--- config.mk ---
export PLATFORM = sky130hd
export DESIGN_NAME = mem_stream_reader
export DESIGN_NICKNAME = d
export VERILOG_FILES = /design/src/rtl/mem_stream_reader_pkg.sv /design/src/rtl/stream_fifo4.sv /design/src/rtl/mem_stream_reader.sv
export SDC_FILE = /design/constraint.sdc
export NUM_CORES = 1
export LEC_CHECK = 0
export CAP_MARGIN = 20
export CORE_ASPECT_RATIO = 0.6
export CORE_MARGIN = 3
export CORE_UTILIZATION = 45
export DETAILED_ROUTE_END_ITERATION = 8
export PLACE_DENSITY = 0.74
export SYNTH_ARGS = -nofsm -noshare
export SYNTH_HDL_FRONTEND = slang
export SYNTH_SLANG_ARGS = --single-unit
--- constraint.sdc ---
create_clock -name clk -period 2.4 [get_ports clk]
set_input_delay 0.48 -clock clk [delete_from_list [all_inputs] [get_ports clk]]
set_output_delay 0.48 -clock clk [all_outputs]
set_load 0.005 [all_outputs]
--- src/rtl/mem_stream_reader_pkg.sv ---
// Shared types for memory read clients: reader FSM encoding and output FIFO sizing.
// Latency: n/a (declarations only).
// Backpressure: n/a.
package mem_stream_reader_pkg;

    typedef enum logic [1:0] {
        ST_IDLE  = 2'd0,
        ST_RUN   = 2'd1,
        ST_DRAIN = 2'd2,
        ST_DONE  = 2'd3
    } rd_state_e;

    localparam int FIFO_DEPTH = 4;
    localparam int OCC_W      = $clog2(FIFO_DEPTH + 1);

endpackage

--- src/rtl/stream_fifo4.sv ---
// First-word-fall-through FIFO of FIFO_DEPTH entries with occupancy output.
// Latency: push visible at head one cycle later; head is combinational from storage.
// Backpressure: push ignored when full (the producer sizes issue against occupancy).
module stream_fifo4
    import mem_stream_reader_pkg::*;
#(
    parameter int  W     = 5,
    localparam int PTR_W = $clog2(FIFO_DEPTH)
) (
    input  logic             clk,
    input  logic             rst_n,
    input  logic             push_vld,
    input  logic [W-1:0]     push_dat,
    input  logic             pop_rdy,
    output logic             head_vld,
    output logic [W-1:0]     head_dat,
    output logic [OCC_W-1:0] occupancy
);

    logic [W-1:0]     mem_q [FIFO_DEPTH];
    logic [W-1:0]     mem_d [FIFO_DEPTH];
    logic [PTR_W-1:0] wr_ptr_q, wr_ptr_d;
    logic [PTR_W-1:0] rd_ptr_q, rd_ptr_d;
    logic [OCC_W-1:0] cnt_q, cnt_d;
    logic             do_push, do_pop;

    assign do_push = push_vld && (cnt_q != OCC_W'(FIFO_DEPTH));
    assign do_pop  = pop_rdy && (cnt_q != '0);

    always_comb begin
        mem_d    = mem_q;
        wr_ptr_d = wr_ptr_q;
        rd_ptr_d = rd_ptr_q;
        cnt_d    = cnt_q;
        if (do_push) begin
            mem_d[wr_ptr_q] = push_dat;
            wr_ptr_d        = wr_ptr_q + PTR_W'(1);
        end
        if (do_pop) begin
            rd_ptr_d = rd_ptr_q + PTR_W'(1);
        end
        case ({do_push, do_pop})
            2'b10:   cnt_d = cnt_q + OCC_W'(1);
            2'b01:   cnt_d = cnt_q - OCC_W'(1);
            default: cnt_d = cnt_q;
        endcase
    end

    always_ff @(posedge clk or negedge rst_n) begin
        if (!rst_n) begin
            for (int i = 0; i < FIFO_DEPTH; i++) begin
                mem_q[i] <= '0;
            end
            wr_ptr_q <= '0;
            rd_ptr_q <= '0;
            cnt_q    <= '0;
        end else begin
            mem_q    <= mem_d;
            wr_ptr_q <= wr_ptr_d;
            rd_ptr_q <= rd_ptr_d;
            cnt_q    <= cnt_d;
        end
    end

    assign head_vld  = (cnt_q != '0);
    assign head_dat  = mem_q[rd_ptr_q];
    assign occupancy = cnt_q;

endmodule

--- src/rtl/mem_stream_reader.sv ---
// Reads a contiguous, wrapping address window from a 1-cycle sync-read memory and streams it out.
// Latency: first beat valid 2 cycles after the start-accept edge; 1 beat/cycle when m_ready is held.
// Backpressure: issue throttled so FIFO occupancy plus in-flight reads never exceeds FIFO_DEPTH.
module mem_stream_reader
    import mem_stream_reader_pkg::*;
#(
    parameter int  DEPTH  = 784,
    parameter int  WIDTH  = 4,
    localparam int ADDR_W = $clog2(DEPTH),
    localparam int LEN_W  = $clog2(DEPTH + 1)
) (
    input  logic                    clk,
    input  logic                    rst_n,
    input  logic                    start,
    input  logic [ADDR_W-1:0]       base_addr,
    input  logic [LEN_W-1:0]        length,
    output logic                    busy,
    output logic                    done,
    output logic [ADDR_W-1:0]       mem_addr,
    input  logic signed [WIDTH-1:0] mem_data,
    output logic                    m_valid,
    input  logic                    m_ready,
    output logic signed [WIDTH-1:0] m_data,
    output logic                    m_last
);

    localparam int PEND_W = OCC_W + 1;

    rd_state_e         state_q, state_d;
    logic [LEN_W-1:0]  len_q, len_d;
    logic [LEN_W-1:0]  issued_q, issued_d;
    logic [ADDR_W-1:0] addr_q, addr_d;
    logic [1:0]        pipe_vld_q, pipe_vld_d;
    logic [1:0]        pipe_last_q, pipe_last_d;

    logic              issue, issue_last, pop;
    logic [PEND_W-1:0] pending;
    logic              fifo_head_vld;
    logic [WIDTH:0]    fifo_head_dat;
    logic [OCC_W-1:0]  fifo_occ;

    // Reserve a FIFO slot for every read still travelling through the memory.
    assign pending = {1'b0, fifo_occ} + PEND_W'(pipe_vld_q[0]) + PEND_W'(pipe_vld_q[1]);
    assign pop     = fifo_head_vld && m_ready;

    always_comb begin
        state_d    = state_q;
        len_d      = len_q;
        issued_d   = issued_q;
        addr_d     = addr_q;
        issue      = 1'b0;
        issue_last = 1'b0;
        case (state_q)
            ST_IDLE: begin
                if (start) begin
                    len_d = length;
                    if (length == '0) begin
                        state_d = ST_DONE;
                    end else begin
                        state_d    = ST_RUN;
                        addr_d     = base_addr;
                        issue      = 1'b1;
                        issue_last = (length == LEN_W'(1));
                        issued_d   = LEN_W'(1);
                    end
                end
            end
            ST_RUN: begin
                if (issued_q == len_q) begin
                    state_d = ST_DRAIN;
                end else if (pending < PEND_W'(FIFO_DEPTH)) begin
                    issue      = 1'b1;
                    issue_last = (issued_q == len_q - LEN_W'(1));
                    issued_d   = issued_q + LEN_W'(1);
                    addr_d     = (addr_q == ADDR_W'(DEPTH - 1)) ? '0 : addr_q + ADDR_W'(1);
                end
            end
            ST_DRAIN: begin
                if (pop && fifo_head_dat[WIDTH]) begin
                    state_d = ST_DONE;
                end
            end
            default: begin
                state_d  = ST_IDLE;
                issued_d = '0;
            end
        endcase
        pipe_vld_d  = {pipe_vld_q[0], issue};
        pipe_last_d = {pipe_last_q[0], issue_last};
    end

    always_ff @(posedge clk or negedge rst_n) begin
        if (!rst_n) begin
            state_q     <= ST_IDLE;
            len_q       <= '0;
            issued_q    <= '0;
            addr_q      <= '0;
            pipe_vld_q  <= '0;
            pipe_last_q <= '0;
        end else begin
            state_q     <= state_d;
            len_q       <= len_d;
            issued_q    <= issued_d;
            addr_q      <= addr_d;
            pipe_vld_q  <= pipe_vld_d;
            pipe_last_q <= pipe_last_d;
        end
    end

    stream_fifo4 #(
        .W(WIDTH + 1)
    ) u_fifo (
        .clk       (clk),
        .rst_n     (rst_n),
        .push_vld  (pipe_vld_q[1]),
        .push_dat  ({pipe_last_q[1], mem_data}),
        .pop_rdy   (pop),
        .head_vld  (fifo_head_vld),
        .head_dat  (fifo_head_dat),
        .occupancy (fifo_occ)
    );

    assign busy     = (state_q == ST_RUN) || (state_q == ST_DRAIN);
    assign done     = (state_q == ST_DONE);
    assign mem_addr = addr_q;
    assign m_valid  = fifo_head_vld;
    assign m_data   = fifo_head_dat[WIDTH-1:0];
    assign m_last   = fifo_head_dat[WIDTH];

endmodule
Word level (Yosys, flattened, before mapping). Cells that the tools add are included.

Register bits: 63. Bits in latches: 0. Bits in writable memories: 0. Bits in read-only memories: 0. Output and inout port bits: 18. Logic and storage cells: 93. Memories: 0.

$add $sub $neg: 9. Multipliers: 0. Divide/modulo/power cells: 0. Order comparisons: 4. Equal/unequal tests: 16. Shift operators: 0. Mux-type cells: 33. Bitwise operators: 3. Reduce and logical (&&, ||, !) cells: 15.

Operator list (number): $mux W10 (9); $pmux W10 S3 (1); $add A10 B1 Y10 const B (2); $bwmux W20 (1); $eq A10 B10 Y1 (2); $pmux W10 S2 (1); $mux W5 (3); $ne A2 B2 Y1 const B (6); $bmux W5 S2 (1); $demux W5 S2 (1); $eq A10 B1 Y1 const B (1); $eq A10 B10 Y1 const B (1); $logic_not A10 Y1 (1); $reduce_and A5 Y1 (2); $sub A10 B1 Y10 const B (1); $mux W1 (8); $mux W2 (4); $eq A2 B2 Y1 const B (3); $ge A3 B3 Y1 const B (2); $not A2 Y3 (2); $pmux W2 S3 (1); $pmux W3 S2 (1); $logic_and A1 B1 Y1 (5); $add A2 B1 Y2 const B (2); other kinds (16) (19).

Depth between registers and ports, before layout.
Depth after elaboration: 7. Mapped depth: 9.

Hierarchy. A second synthesis with hierarchy kept.

Cells, all modules: 375. Area total of the unflattened synthesis: 3911.3 sq um.

By module, submodules not included: mem_stream_reader (instances 1, cells each 288, area an instance 2636.3 sq um, sequential area each 900.9 sq um); stream_fifo4 (instances 1, cells each 87, area an instance 1275.0 sq um, sequential area each 675.6 sq um).

Worst setup path after synthesis. Ideal clock, no wire load.

Path kind: register -> register. Start point: reg u_fifo.cnt_q[0] (netlist: u_fifo.occupancy[0]). End point: reg addr_q[4] (netlist: mem_addr[4]). Setup time: 0.126 ns. Data arrival time: 2.038 ns. Slack: 0.236 ns. Stages on the path, launching flop included: 8. Path buffers: 1. Clock period less this slack: 2.164 ns. Cell sequence: dfrtp_1 > ha_1 > a21o_1 > a311oi_1 > o211ai_1 > or2_1 > buf_6 > a221o_1.

Word-level cells in the longest chain between the ends: 5.

RTL lines: start: declaration (line stream_fifo4.sv:24) `logic [OCC_W-1:0] cnt_q, cnt_d;`; start signal: assignment (line stream_fifo4.sv:61) `cnt_q <= cnt_d;`; $add A3 B1 Y4 (line mem_stream_reader.sv:43) `assign pending = {1'b0, fifo_occ} + PEND_W'(pipe_vld_q[0]) + PEND_W'(pipe_vld_q[1]);`; $add A4 B1 Y4 (line mem_stream_reader.sv:43); $lt A4 B3 Y1 (line mem_stream_reader.sv:71) `end else if (pending < PEND_W'(FIFO_DEPTH)) begin`; $ne A2 B2 Y1 (no line); $reduce_and A5 Y1 (no line); end signal: assignment (line mem_stream_reader.sv:104) `addr_q <= addr_d;`; end: declaration (line mem_stream_reader.sv:32) `logic [ADDR_W-1:0] addr_q, addr_d;`.

Every way passes these cells. A chain may end at the register's enable or synchronous reset.

Final worst setup path.
Start point: reg u_fifo.rd_ptr_q[0]. End point: out m_data[2].

Word-level cells in the longest chain between the ends: 4.

RTL lines: start: declaration (line stream_fifo4.sv:23) `logic [PTR_W-1:0] rd_ptr_q, rd_ptr_d;`; start signal: assignment (line stream_fifo4.sv:60) `rd_ptr_q <= rd_ptr_d;`; $not A2 Y3 (not written as such) (line stream_fifo4.sv:66) `assign head_dat = mem_q[rd_ptr_q];`; $bmux W5 S2 (line stream_fifo4.sv:66); $mux W5 (not written as such) (2 in a row) (line stream_fifo4.sv:66); end: declaration (line mem_stream_reader.sv:23) `output logic signed [WIDTH-1:0] m_data,`.

Every way passes these cells. The select of a mux whose other input is x is not followed.

==> out/qor.yml <==
layout.nets: 456
max_stage_delay_ps: 530
rsz0062_at_grt: "false"
synth_nets: 404
grt-busiest-layer: "met1"
r2r_end: "mem_addr[4]"
cp_cell_sequence: "mux4_2, clkdlybuf4s50_1"
synth_area_um2: 3800
grt_pass1_vias: 3012
holdWs_ps: 170
clk_latency_ps: 330
netlist-cell-type-count: 57
timing.rr.start: "u_fifo.occupancy[0]"
synth_warnings: 0
power_density_nw_per_um2: 1320
max_slew_margin_pct: 54.9
critPathLaunchType: "register"
tritoncts: "built"
portBuffers: 45
grt_start_max_net_pins: 29
crit_fanout: 7
arrival_ps: 1830
final-instance-count-excl-fill: 527
grt_usage_pct: 19.8
post-route-min-period_ps: 2310
synth_seq_cells: 63
die-area_um2: 9610
synth.avg_cell_area_um2: 10.5
vias_per_cell: 5.86
fill_cells: 660
n_antenna_cell: 0
layout-drive-gt1-share_pct: 16.9
cp.buffers_inverters: 1
drv_cap: 0
hold_class: "primary input to async pin"
hpwl_um: 6740
place_ws_ps: 64.0
ctsLongestPathBuffers: 2
globalRouteMet1Util_pct: 29.3
path_class: "register to primary output"
gp_congestion: 0.849
routed_wl_um: 9160
firstDrtPassIters: 5
antenna_left: 0
clk_pin_slew_ps: 50
ys_async_sr_fraction_pct: 100
cpLargestDelayFamily: "multiplexers"
fin_skew_ps: 7.25
numCtsBuffers: 9
rows: 25
synth_edf_count: 0
cts_hold_buf: 0
cts_htree_levels: 3
synth_flop_cell: "dfrtp_1"
crit_required_ps: 1920
crit_start: "u_fifo.rd_ptr_q[0]"
reg2reg_slack_ps: 190
setup_tns_ps: 0
grt_pass1_wl_um: 15300
max_freq_ghz: 0.432
drv_slew: 0
setup_ws_ps: 85.9
outcome: "finished, final reports clean"
dp.cells: 511
use_met2_pct: 28.0
p_leak_nw: 1.97
synth_cells: 362
dr_total_vias: 3087
post-route-period-util_pct: 96.4
setup_viol: 0
antenna_found_initial: 0
areaGrowthSynthToFinish_pct: 24.0
vdd_drop_max_uv: 571
cts_sinks: 63
report.final.hold_viol_count: 0
drcViolationCount: 0
drt-initial-drc-count: 347
die_w_um: 125
core_area_um2: 8040
start_util_pct: 47.2
tightest_slew_ps: 673
avgRoutedWirePerCell_um: 17.4
grt_overflow: 0
ys_seq_area_share_pct: 41.5
clockRootBuffer: "clkbuf_16"
ios: 46
use_met3_pct: 6.05
die_height_um: 77.2
cp-end-kind: "primary output"
reg2reg_depth: 6
cp_slowest_cell: "mux4_2"
what timing repair did:
action / in CTS / in global routing
pin swaps: 0 / 0
buffers inserted: 0 / 0
endpoints found under the setup margin: 5 / 2
resized for setup: 1 / 2
state kept, by name, summed over array words and instances, names as in the netlist:
signal            flops
pipe_last_q           2
len_q                10
u_fifo.occupancy      3
pipe_vld_q            2
state_q               2
issued_q             10
u_fifo.wr_ptr_q       2
u_fifo.mem_q         20
mem_addr             10
u_fifo.rd_ptr_q       2
synth_stat cells (4+ instances only):
| library cell | n | area, µm² |
|---|---|---|
| dfrtp_1 | 63 | 1580 |
| nand3_1 | 21 | 105 |
| nand2_1 | 20 | 75.1 |
| inv_1 | 18 | 67.6 |
| mux2_2 | 18 | 203 |
| ha_1 | 13 | 163 |
| nor2_1 | 13 | 48.8 |
| o21ai_1 | 13 | 65.1 |
| o21ai_0 | 12 | 60.1 |
| mux2_1 | 11 | 124 |
| xnor2_1 | 11 | 96.3 |
| clkbuf_1 | 10 | 37.5 |
| and3_1 | 8 | 50.1 |
| buf_2 | 8 | 40.0 |
| o31ai_1 | 8 | 60.1 |
| nand3b_1 | 7 | 52.6 |
| o211ai_1 | 7 | 52.6 |
| a21oi_1 | 6 | 30.0 |
| mux2i_1 | 6 | 60.1 |
| nand2b_1 | 6 | 37.5 |
| xor2_1 | 6 | 52.6 |
| mux4_2 | 5 | 113 |
| nor2b_1 | 5 | 31.3 |
| o311ai_2 | 5 | 81.3 |
| or3_1 | 5 | 31.3 |
| nand4_1 | 4 | 25.0 |
| nor3_1 | 4 | 20.0 |
| nor3b_1 | 4 | 30.0 |
| nor4_1 | 4 | 25.0 |
worst max-delay path by stage:
stage | endpoint | cells past startpoint
4_1_cts | m_last | 2
3_5_place_dp | mem_addr[4] | 8
6_report | m_data[2] | 2
2_1_floorplan | mem_addr[4] | 7
3_3_place_gp | mem_addr[4] | 8
5_1_grt | u_fifo.occupancy[2] | 9
logic make-up after synthesis:
logic type               count (synthesis)  synth area share [%]
flip-flops                              63                  41.5
XOR/XNOR                                18                  4.35
AO/OA/AOI/OAI                           71                  14.2
buffers and inverters                   41                  4.74
AND/OR/NAND/NOR                        115                  17.3
multiplexers                            40                  13.1
adder cells (fa/ha/maj)                 14                  4.81
per-layer routing:
layer  up-vias  wire, µm  part of all wire [%]
met4         0       108                   1.2
li1       1424         -                     -
met2       128      3880                    42
met3        10       589                   6.4
met1      1525      4580                    50
met5         -         0                     0
final cells by class:
cell class / count / area [µm²] / area share (%)
clock buffers: 11 / 243 / 5.16
clock inverters: 5 / 33.8 / 0.718
inverters: 18 / 67.6 / 1.44
multi-input cells: 258 / 2050 / 43.5
flip-flops and latches: 63 / 1580 / 33.5
well taps: 108 / 135 / 2.87
repair buffers: 64 / 603 / 12.8
where the power goes:
| group | switching [mW] | leakage [nW] | internal, mW | total, mW |
|---|---|---|---|---|
| Clock | 0.471 | 0.132 | 0.724 | 1.19 |
| Sequential | 0.530 | 0.780 | 1.51 | 2.04 |
| Combinational | 1.43 | 1.06 | 1.57 | 3.00 |
| Total | 2.43 | 1.97 | 3.80 | 6.23 |
cell usage in the layout, fill, tap and decap left out, types with 4 or more instances in the layout:
cell type / count
a21oi_1: 6
and3_1: 8
buf_4: 18
clkbuf_16: 9
clkdlybuf4s50_1: 43
dfrtp_1: 62
ha_1: 13
inv_1: 18
mux2_1: 11
mux2_2: 18
mux2i_1: 6
mux4_2: 5
nand2_1: 20
nand2b_1: 6
nand3_1: 21
nand3b_1: 7
nand4_1: 4
nor2_1: 13
nor2b_1: 5
nor3_1: 4
nor3b_1: 4
nor4_1: 4
o211ai_1: 7
o21ai_0: 12
o21ai_1: 13
o311ai_2: 5
o31ai_1: 8
or3_1: 5
xnor2_1: 11
xor2_1: 6
stage by stage:
stage,power (mW),utilization [%],cell area [µm²]
detailed placement,4.97,55.0,4420
finish,6.23,58.6,4710
global placement,4.84,55.0,4420
floorplan,3.85,-,3800
CTS,6.21,58.4,4700
global route,6.64,58.6,4710
Note: power is estimated with default switching activity, not from simulation.
